## config.mk

```make
export PLATFORM = sky130hd
export DESIGN_NAME = rast_bbox
export DESIGN_NICKNAME = d
export VERILOG_FILES = /design/src/rtl/rast_bbox.sv
export SDC_FILE = /design/constraint.sdc
export NUM_CORES = 2
export LEC_CHECK = 0
export BUFFER_PORTS_ARGS = -buffer_cell sky130_fd_sc_hd__buf_4
export CAP_MARGIN = 20
export CORE_ASPECT_RATIO = 2
export CORE_MARGIN = 2
export CORE_UTILIZATION = 62
export CTS_CLUSTER_SIZE = 30
export DETAILED_ROUTE_END_ITERATION = 12
export MAX_ROUTING_LAYER = met4
export PLACE_DENSITY = 0.84
export SETUP_SLACK_MARGIN = 0.15
export SLEW_MARGIN = 20
export SYNTH_ARGS = -nofsm -noshare
export SYNTH_HDL_FRONTEND = slang
export SYNTH_SLANG_ARGS = --single-unit
```

## constraint.sdc

```tcl
create_clock -name clk -period 4.16 [get_ports clk]
set_clock_uncertainty 0.15 [all_clocks]
set_input_delay 0.208 -clock clk [delete_from_list [all_inputs] [get_ports clk]]
set_output_delay 0.208 -clock clk [all_outputs]
set_load 0.01 [all_outputs]
```

## src/rtl/rast_bbox.sv

```systemverilog
// Micropolygon bounding-box stage: min/max, screen clamp, subsample-grid snap, empty-box reject.
// Optional backface culling is enabled by defining BBOX_BACKFACE_CULL_EN.
module rast_bbox #(
    parameter int SIGFIG    = 24,
    parameter int RADIX     = 10,
    parameter int VERTS     = 3,
    parameter int AXIS      = 3,
    parameter int COLORS    = 3,
    parameter int PIPES_BOX = 3
) (
    input  logic                             clk,
    input  logic                             rst_n,
    input  logic [VERTS*AXIS*SIGFIG-1:0]     tri_in,
    input  logic [COLORS*SIGFIG-1:0]         color_in,
    input  logic                             valid_in,
    input  logic [2*SIGFIG-1:0]              screen,
    input  logic [3:0]                       subsample,
    input  logic                             halt_in,
    output logic                             halt_out,
    output logic [VERTS*AXIS*SIGFIG-1:0]     tri_out,
    output logic [COLORS*SIGFIG-1:0]         color_out,
    output logic [4*SIGFIG-1:0]              box_out,
    output logic                             valid_out,
    output logic [15:0]                      drop_count
);
    localparam int TW = VERTS * AXIS * SIGFIG;
    localparam int CW = COLORS * SIGFIG;
    localparam int BW = 4 * SIGFIG;

    // Handshake: a polygon is accepted on a rising edge where valid_in=1 and halt_in=0;
    // while halt_in=1 the whole pipe freezes and upstream must hold its polygon.
    assign halt_out = halt_in;

    logic signed [SIGFIG-1:0] min_x, min_y, max_x, max_y, vx, vy;
    logic signed [SIGFIG-1:0] lo_x, lo_y, hi_x, hi_y;
    logic signed [SIGFIG-1:0] ll_x, ll_y, ur_x, ur_y;
    logic signed [SIGFIG-1:0] scr_w, scr_h;
    logic        [SIGFIG-1:0] grid_mask;
    logic                     box_empty, cull, reject;

    always_comb begin
        min_x = tri_in[0 +: SIGFIG];
        min_y = tri_in[SIGFIG +: SIGFIG];
        max_x = min_x;
        max_y = min_y;
        vx    = '0;
        vy    = '0;
        for (int i = 1; i < VERTS; i++) begin
            vx = tri_in[(i*AXIS)*SIGFIG +: SIGFIG];
            vy = tri_in[(i*AXIS+1)*SIGFIG +: SIGFIG];
            if (vx < min_x) min_x = vx;
            if (vx > max_x) max_x = vx;
            if (vy < min_y) min_y = vy;
            if (vy > max_y) max_y = vy;
        end

        scr_w = screen[0 +: SIGFIG];
        scr_h = screen[SIGFIG +: SIGFIG];
        lo_x  = (min_x < 0) ? '0 : min_x;
        lo_y  = (min_y < 0) ? '0 : min_y;
        hi_x  = (max_x > scr_w) ? scr_w : max_x;
        hi_y  = (max_y > scr_h) ? scr_h : max_y;

        // Non-one-hot subsample codes fall back to whole-pixel snapping.
        case (subsample)
            4'b0100: grid_mask = '1 << (RADIX - 1);
            4'b0010: grid_mask = '1 << (RADIX - 2);
            4'b0001: grid_mask = '1 << (RADIX - 3);
            default: grid_mask = '1 << RADIX;
        endcase

        ll_x      = lo_x & grid_mask;
        ll_y      = lo_y & grid_mask;
        ur_x      = hi_x & grid_mask;
        ur_y      = hi_y & grid_mask;
        box_empty = (ur_x < ll_x) || (ur_y < ll_y);
    end

`ifdef BBOX_BACKFACE_CULL_EN
    localparam int AW = 2 * SIGFIG + 1;

    function automatic logic signed [AW-1:0] sext(input logic [SIGFIG-1:0] v);
        return {{(AW-SIGFIG){v[SIGFIG-1]}}, v};
    endfunction

    logic signed [AW-1:0] e1x, e1y, e2x, e2y, area;

    // Counter-clockwise (positive area) polygons face the viewer.
    always_comb begin
        e1x  = sext(tri_in[(1*AXIS)*SIGFIG +: SIGFIG])   - sext(tri_in[0 +: SIGFIG]);
        e1y  = sext(tri_in[(1*AXIS+1)*SIGFIG +: SIGFIG]) - sext(tri_in[SIGFIG +: SIGFIG]);
        e2x  = sext(tri_in[(2*AXIS)*SIGFIG +: SIGFIG])   - sext(tri_in[0 +: SIGFIG]);
        e2y  = sext(tri_in[(2*AXIS+1)*SIGFIG +: SIGFIG]) - sext(tri_in[SIGFIG +: SIGFIG]);
        area = e1x * e2y - e1y * e2x;
        cull = (area <= 0);
    end
`else
    assign cull = 1'b0;
`endif

    assign reject = box_empty | cull;

    logic [PIPES_BOX-1:0] v_q;
    logic [TW-1:0]        tri_q [PIPES_BOX];
    logic [CW-1:0]        col_q [PIPES_BOX];
    logic [BW-1:0]        box_q [PIPES_BOX];
    logic                 drop_into_last;

    // Rejects travel as bubbles plus a drop tag, counted as they enter the last stage.
    if (PIPES_BOX > 1) begin : g_drop_pipe
        logic [PIPES_BOX-2:0] d_q;
        always_ff @(posedge clk or negedge rst_n) begin
            if (!rst_n) begin
                d_q <= '0;
            end else if (!halt_in) begin
                d_q[0] <= valid_in & reject;
                for (int i = 1; i < PIPES_BOX - 1; i++) d_q[i] <= d_q[i-1];
            end
        end
        assign drop_into_last = d_q[PIPES_BOX-2];
    end else begin : g_drop_direct
        assign drop_into_last = valid_in & reject;
    end

    always_ff @(posedge clk or negedge rst_n) begin
        if (!rst_n) begin
            v_q        <= '0;
            drop_count <= '0;
            for (int i = 0; i < PIPES_BOX; i++) begin
                tri_q[i] <= '0;
                col_q[i] <= '0;
                box_q[i] <= '0;
            end
        end else if (!halt_in) begin
            v_q[0]   <= valid_in & ~reject;
            tri_q[0] <= tri_in;
            col_q[0] <= color_in;
            box_q[0] <= {ur_y, ur_x, ll_y, ll_x};
            for (int i = 1; i < PIPES_BOX; i++) begin
                v_q[i]   <= v_q[i-1];
                tri_q[i] <= tri_q[i-1];
                col_q[i] <= col_q[i-1];
                box_q[i] <= box_q[i-1];
            end
            if (drop_into_last && drop_count != 16'hFFFF) drop_count <= drop_count + 16'd1;
        end
    end

    assign valid_out = v_q[PIPES_BOX-1];
    assign tri_out   = tri_q[PIPES_BOX-1];
    assign color_out = col_q[PIPES_BOX-1];
    assign box_out   = box_q[PIPES_BOX-1];

endmodule
```

==> impl.org <==
** Run status
- Outcome :: finished, violations left
- The checks that failed: setup timing.

** Logic synthesis
- dfrtp_1 takes more of the synthesized area than any other cell.
- Sequential area share after synthesis :: 53.3%
- Share of synthesized flip-flops with an asynchronous set or reset :: 100%
- Synth Cell Area :: roughly 50000 um^2
- Synthesis produced 3925 cells.
- Yosys mapped a number of flops with a built-in enable equal to 0.
- Netlist cell types :: 78
- In the synthesized netlist the dominant register cell turns out to be dfrtp_1.
- Per-instance average area after synthesis :: between 10 and 15 um^2
- After synthesis, the cell types taking the most area are dfrtp_1, mux2_2, buf_4, ha_1, mux2i_1.
- Share of the synthesized area in the top cell type :: 53.3%
- In this run, synthesis produced a sequential element count of 1083.
- Yosys Warn Count :: 0

** Worst setup path
- Data arrives at the worst endpoint at 8360 ps.
- Number of buffer and inverter stages on the critical path :: 8
- Maximum fanout along the worst path :: 7
- The critical path is of the in2reg type.
- Standard cell with the maximum stage delay on the critical path :: or4_1
- Internal reg-to-reg setup slack :: 1650 ps
- Worst setup startpoint :: tri_in[43]
- In this design, the stage delay of the slowest critical-path cell is 520 ps.
- Measured in cells, the most critical reg-to-reg path has a length of 8.
- Critical R2R Launch :: drop_count[2]$_DFFE_PN0P_
- Reg2reg end :: drop_count[15]$_DFFE_PN0P_
- Among the stages of the critical path, the cell type that occurs most often is a21o_1.
- Element type at the critical path start :: input pin
- The worst setup path is captured at a flop.
- Required @ worst endpoint :: 4580 ps
- The critical path ends at v_q[0]$_DFFE_PN0N_.
- The kind of cell with the highest combined delay along the critical path is compound AO/OA/AOI/OAI gates.
- The critical path crosses 40 cells after its start point.

** Power and ir drop
- Dividing total power by cell area gives a power density of 484 nW/um^2.
- Per report_power, the sequential group accounts for between 40% and 50% of the total.
- After layout, the design draws a total of 33.2 mW.
- The clock network is responsible for approximately 28% of the overall power.
- For this design the total switching power over the nets is 10.1 mW.
- Net Sw Frac :: 30.5%
- Max rail drop VDD :: 463 uV
- Power share of the combinational group :: a little under a third
- Cell internal power was estimated by the tool at between 20 and 25 mW.
- Summed over all cells, the static leakage comes to 32.2 nW.

** Route
- The routed design has 176000 um of wire.
- For this run, the detailed router's first-pass iteration total came to 7.
- After detailed routing, the number of vias per cell comes to ~5.9.
- Dividing the detail-routed wire length by the instance count gives between 20 and 30 um.
- For this block, the via count after detailed routing is ~37000.
- DRT antenna net count :: 0
- # DRC :: 0
- Drt first-iter violations :: ~2600

** Clock tree
- Clock tree synthesis selected as its root buffer the cell clkbuf_16.
- Clk_lat worst skew :: 710 ps
- TritonCTS created 89 clock buffers.
- The tree built by TritonCTS fans out to 1083 sinks.
- H-tree lvl count :: 3
- After clock tree synthesis, the clock-pin slew on the worst setup and hold paths is 70 ps.
- TritonCTS clock tree :: built
- Clock buffer depth :: 3

** Die
- For this design the top-level I/O count stands at about 750.
- Floorplan die width :: 207 um
- Total number of placement rows :: 148
- The die is 409 um tall.
- Core region area :: 81300 um^2
- Starting density of the core :: a little over three fifths
- The floorplan step defined a die boundary enclosing ~84000 um^2.

** Timing
- The worst pin sits at a relative slew slack of between 10% and 20%.
- Number of max-slew violations in the final report :: 0
- The final count of hold timing violations came to 0.
- Crit share post-route :: 191%
- Timing would allow up to roughly 0.13 GHz.
- Setup repair after global routing could not meet its margin everywhere.
- Min Tclk post-route :: 7930 ps
- For the pin with the worst max-slew slack, the measured transition is 1250 ps.
- Setup violations remaining at the end of the flow were counted as between 60 and 70.
- Final critical-path setup slack :: -3770 ps

** Global routing
- The layer flagged by global routing as most heavily used is met2.
- Global router's overall resource usage :: between 40% and 50%
- First-pass GRT wire length :: 252000 um
- The number of global-route vias before repair was about 41000.
- For this run the aggregate overflow at the end of global routing stands at 0.
- Met3 Track Usage GR :: 12.8%
- Global routing used around 69% of the available met2 tracks.
- Largest net degree at the start of global routing :: 222
- In the global route stage, met1 resource usage came out at 41.3%.
- Number of antenna violations at the first check in global routing :: 36

** Placed design
- Timing analysis after detailed placement gives a worst setup slack of -5180 ps.
- Placed wire-length estimate :: 114000 um
- In this run, placement finished with an instance count of between 5000 and 6000.
- Final weighted congestion in routability-driven placement :: 1.03
- Count of port buffers added during placement :: slightly above 700
- Area after detailed placement :: 59100 um^2

** Finish
- The layout has 3961 filler cells.
- Layout net count :: 5790
- Cells fill 84.4% of the core in the end.
- Compared with the post-synthesis result, the final layout area differs by 34.9%.
- The finished layout holds 6387 standard cells, fillers aside.
- With fillers left out, the area of the finished cells amounts to 68600 um^2.
- Proportion of layout cells with a drive suffix above 1 :: between 50% and 60%

** Run
- Max-cap violations :: 0

** Min path
- Worst Hold Class :: in2async
registers in the layout, summed over array words and instances (netlist names):
| name | count |
|---|---|
| color_out | 72 |
| g_drop_pipe.d_q | 2 |
| box_q | 132 |
| col_q | 144 |
| v_q | 3 |
| tri_out | 216 |
| tri_q | 432 |
| drop_count | 16 |
| box_out | 66 |
how the worst min path moves through the flow:
stage / depth (start not counted) / from / end
after floorplan: 0 / rst_n / box_out[10]$_DFFE_PN0N_
after global placement: 1 / rst_n / tri_q[340]$_DFFE_PN0N_
after detailed placement: 1 / rst_n / tri_q[340]$_DFFE_PN0N_
after CTS: 5 / tri_in[153] / box_q[201]$_DFFE_PN0N_
after global routing: 6 / screen[32] / box_q[272]$_DFFE_PN0N_
final: 2 / rst_n / tri_q[340]$_DFFE_PN0N_
cell usage in the layout (no fill, tap or decap), types with 10 or more instances in the layout:
| cell | count |
|---|---|
| buf_4 | 1277 |
| dfrtp_1 | 1083 |
| mux2_2 | 953 |
| dlygate4sd3_1 | 332 |
| nand2_1 | 174 |
| ha_1 | 173 |
| inv_1 | 118 |
| o21ai_0 | 97 |
| clkbuf_16 | 92 |
| nor2_1 | 76 |
| mux2i_1 | 75 |
| buf_6 | 68 |
| a21oi_1 | 67 |
| nand4_1 | 50 |
| ha_4 | 46 |
| diode_2 | 40 |
| mux2_4 | 39 |
| a21o_1 | 32 |
| conb_1 | 30 |
| buf_12 | 28 |
| o211ai_1 | 27 |
| o21ai_2 | 24 |
| nand3_1 | 20 |
| clkbuf_8 | 19 |
| a21oi_2 | 18 |
| o21ai_1 | 17 |
| mux2i_2 | 15 |
| mux2i_4 | 14 |
| buf_8 | 14 |
| nor3_1 | 13 |
| bufinv_16 | 13 |
| clkinv_2 | 13 |
| clkbuf_1 | 12 |
| inv_2 | 11 |
| a211oi_2 | 10 |
stage by stage:
| step | hold WS [ps] | TNS, ps |
|---|---|---|
| finish | 46.4 | -104440 |
| floorplan | -238 | -89840 |
| global route | 60.9 | -116420 |
| detailed placement | 228 | -160660 |
| CTS | 21.0 | -88140 |
| global placement | 208 | -158860 |
worst reg2reg max path, stage by stage (launching register included):
cell	delay [ps]
dfrtp_1	430
and3_1	240
nand3_1	140
nor3_1	90
a31oi_1	490
nand3_1	160
or3_1	390
nor2_1	150
xor2_1	180
final cells by class:
| cell class | instances | area, um^2 | area share [%] |
|---|---|---|---|
| Multi-Input combinational cell | 2180 | 21600 | 31.5 |
| Clock inverter | 42 | 652 | 0.950 |
| Antenna cell | 40 | 100 | 0.146 |
| Tap cell | 1050 | 1310 | 1.92 |
| Inverter | 143 | 592 | 0.863 |
| Clock buffer | 121 | 2560 | 3.73 |
| Sequential cell | 1083 | 27100 | 39.5 |
| Timing Repair Buffer | 1728 | 14700 | 21.4 |
cell families after synthesis:
family                     count (synthesis)  synth area share (%)
buffers and inverters                    691                  8.05
xor gates and xnor gates                  17                 0.293
adders and majority gates                221                  5.44
AOI/OAI and AO/OA                        388                  4.93
muxes                                   1096                  24.0
other                                      1               0.00737
and+or+nand+nor                          428                  3.97
DFF                                     1083                  53.3
power by group through the flow:
| stage | combinational [mW] | sequential [mW] | clock, mW |
|---|---|---|---|
| finish | 10.2 | 13.7 | 9.34 |
| global route | 10.7 | 13.9 | 9.82 |
| CTS | 9.47 | 13.6 | 9.34 |
| detailed placement | 8.35 | 13.7 | 0 |
| global placement | 8.16 | 13.6 | 0 |
| floorplan | 5.42 | 13.2 | 0 |
layer usage:
layer,wire length [um],up-vias
li1,-,16074
met4,16200,0
met2,87400,1890
met3,15700,767
met1,57200,18735
met5,0,-
what timing repair did:
| action | in CTS | in global routing |
|---|---|---|
| buffers inserted | 69 | 35 |
| pin swaps | 89 | 49 |
| gates resized for setup | 236 | 130 |
| cloned | 7 | 2 |
| endpoints found under the setup margin | 68 | 68 |
| hold endpoints to repair | 419 | 0 |
| hold buffers | 332 | 0 |
cell usage after synthesis, drive strengths merged, types with 9 or more instances:
cell    instances
dfrtp        1083
mux2          992
buf           407
ha            221
nand2         184
inv           143
clkbuf        141
o21ai         140
mux2i         104
a21oi          89
nor2           87
nand4          51
a21o           33
o211ai         33
nand3          25
nor3           17
a211oi         16
nor4           14
o31ai          12
xor2            9
(Power assumes the default switching activity.)
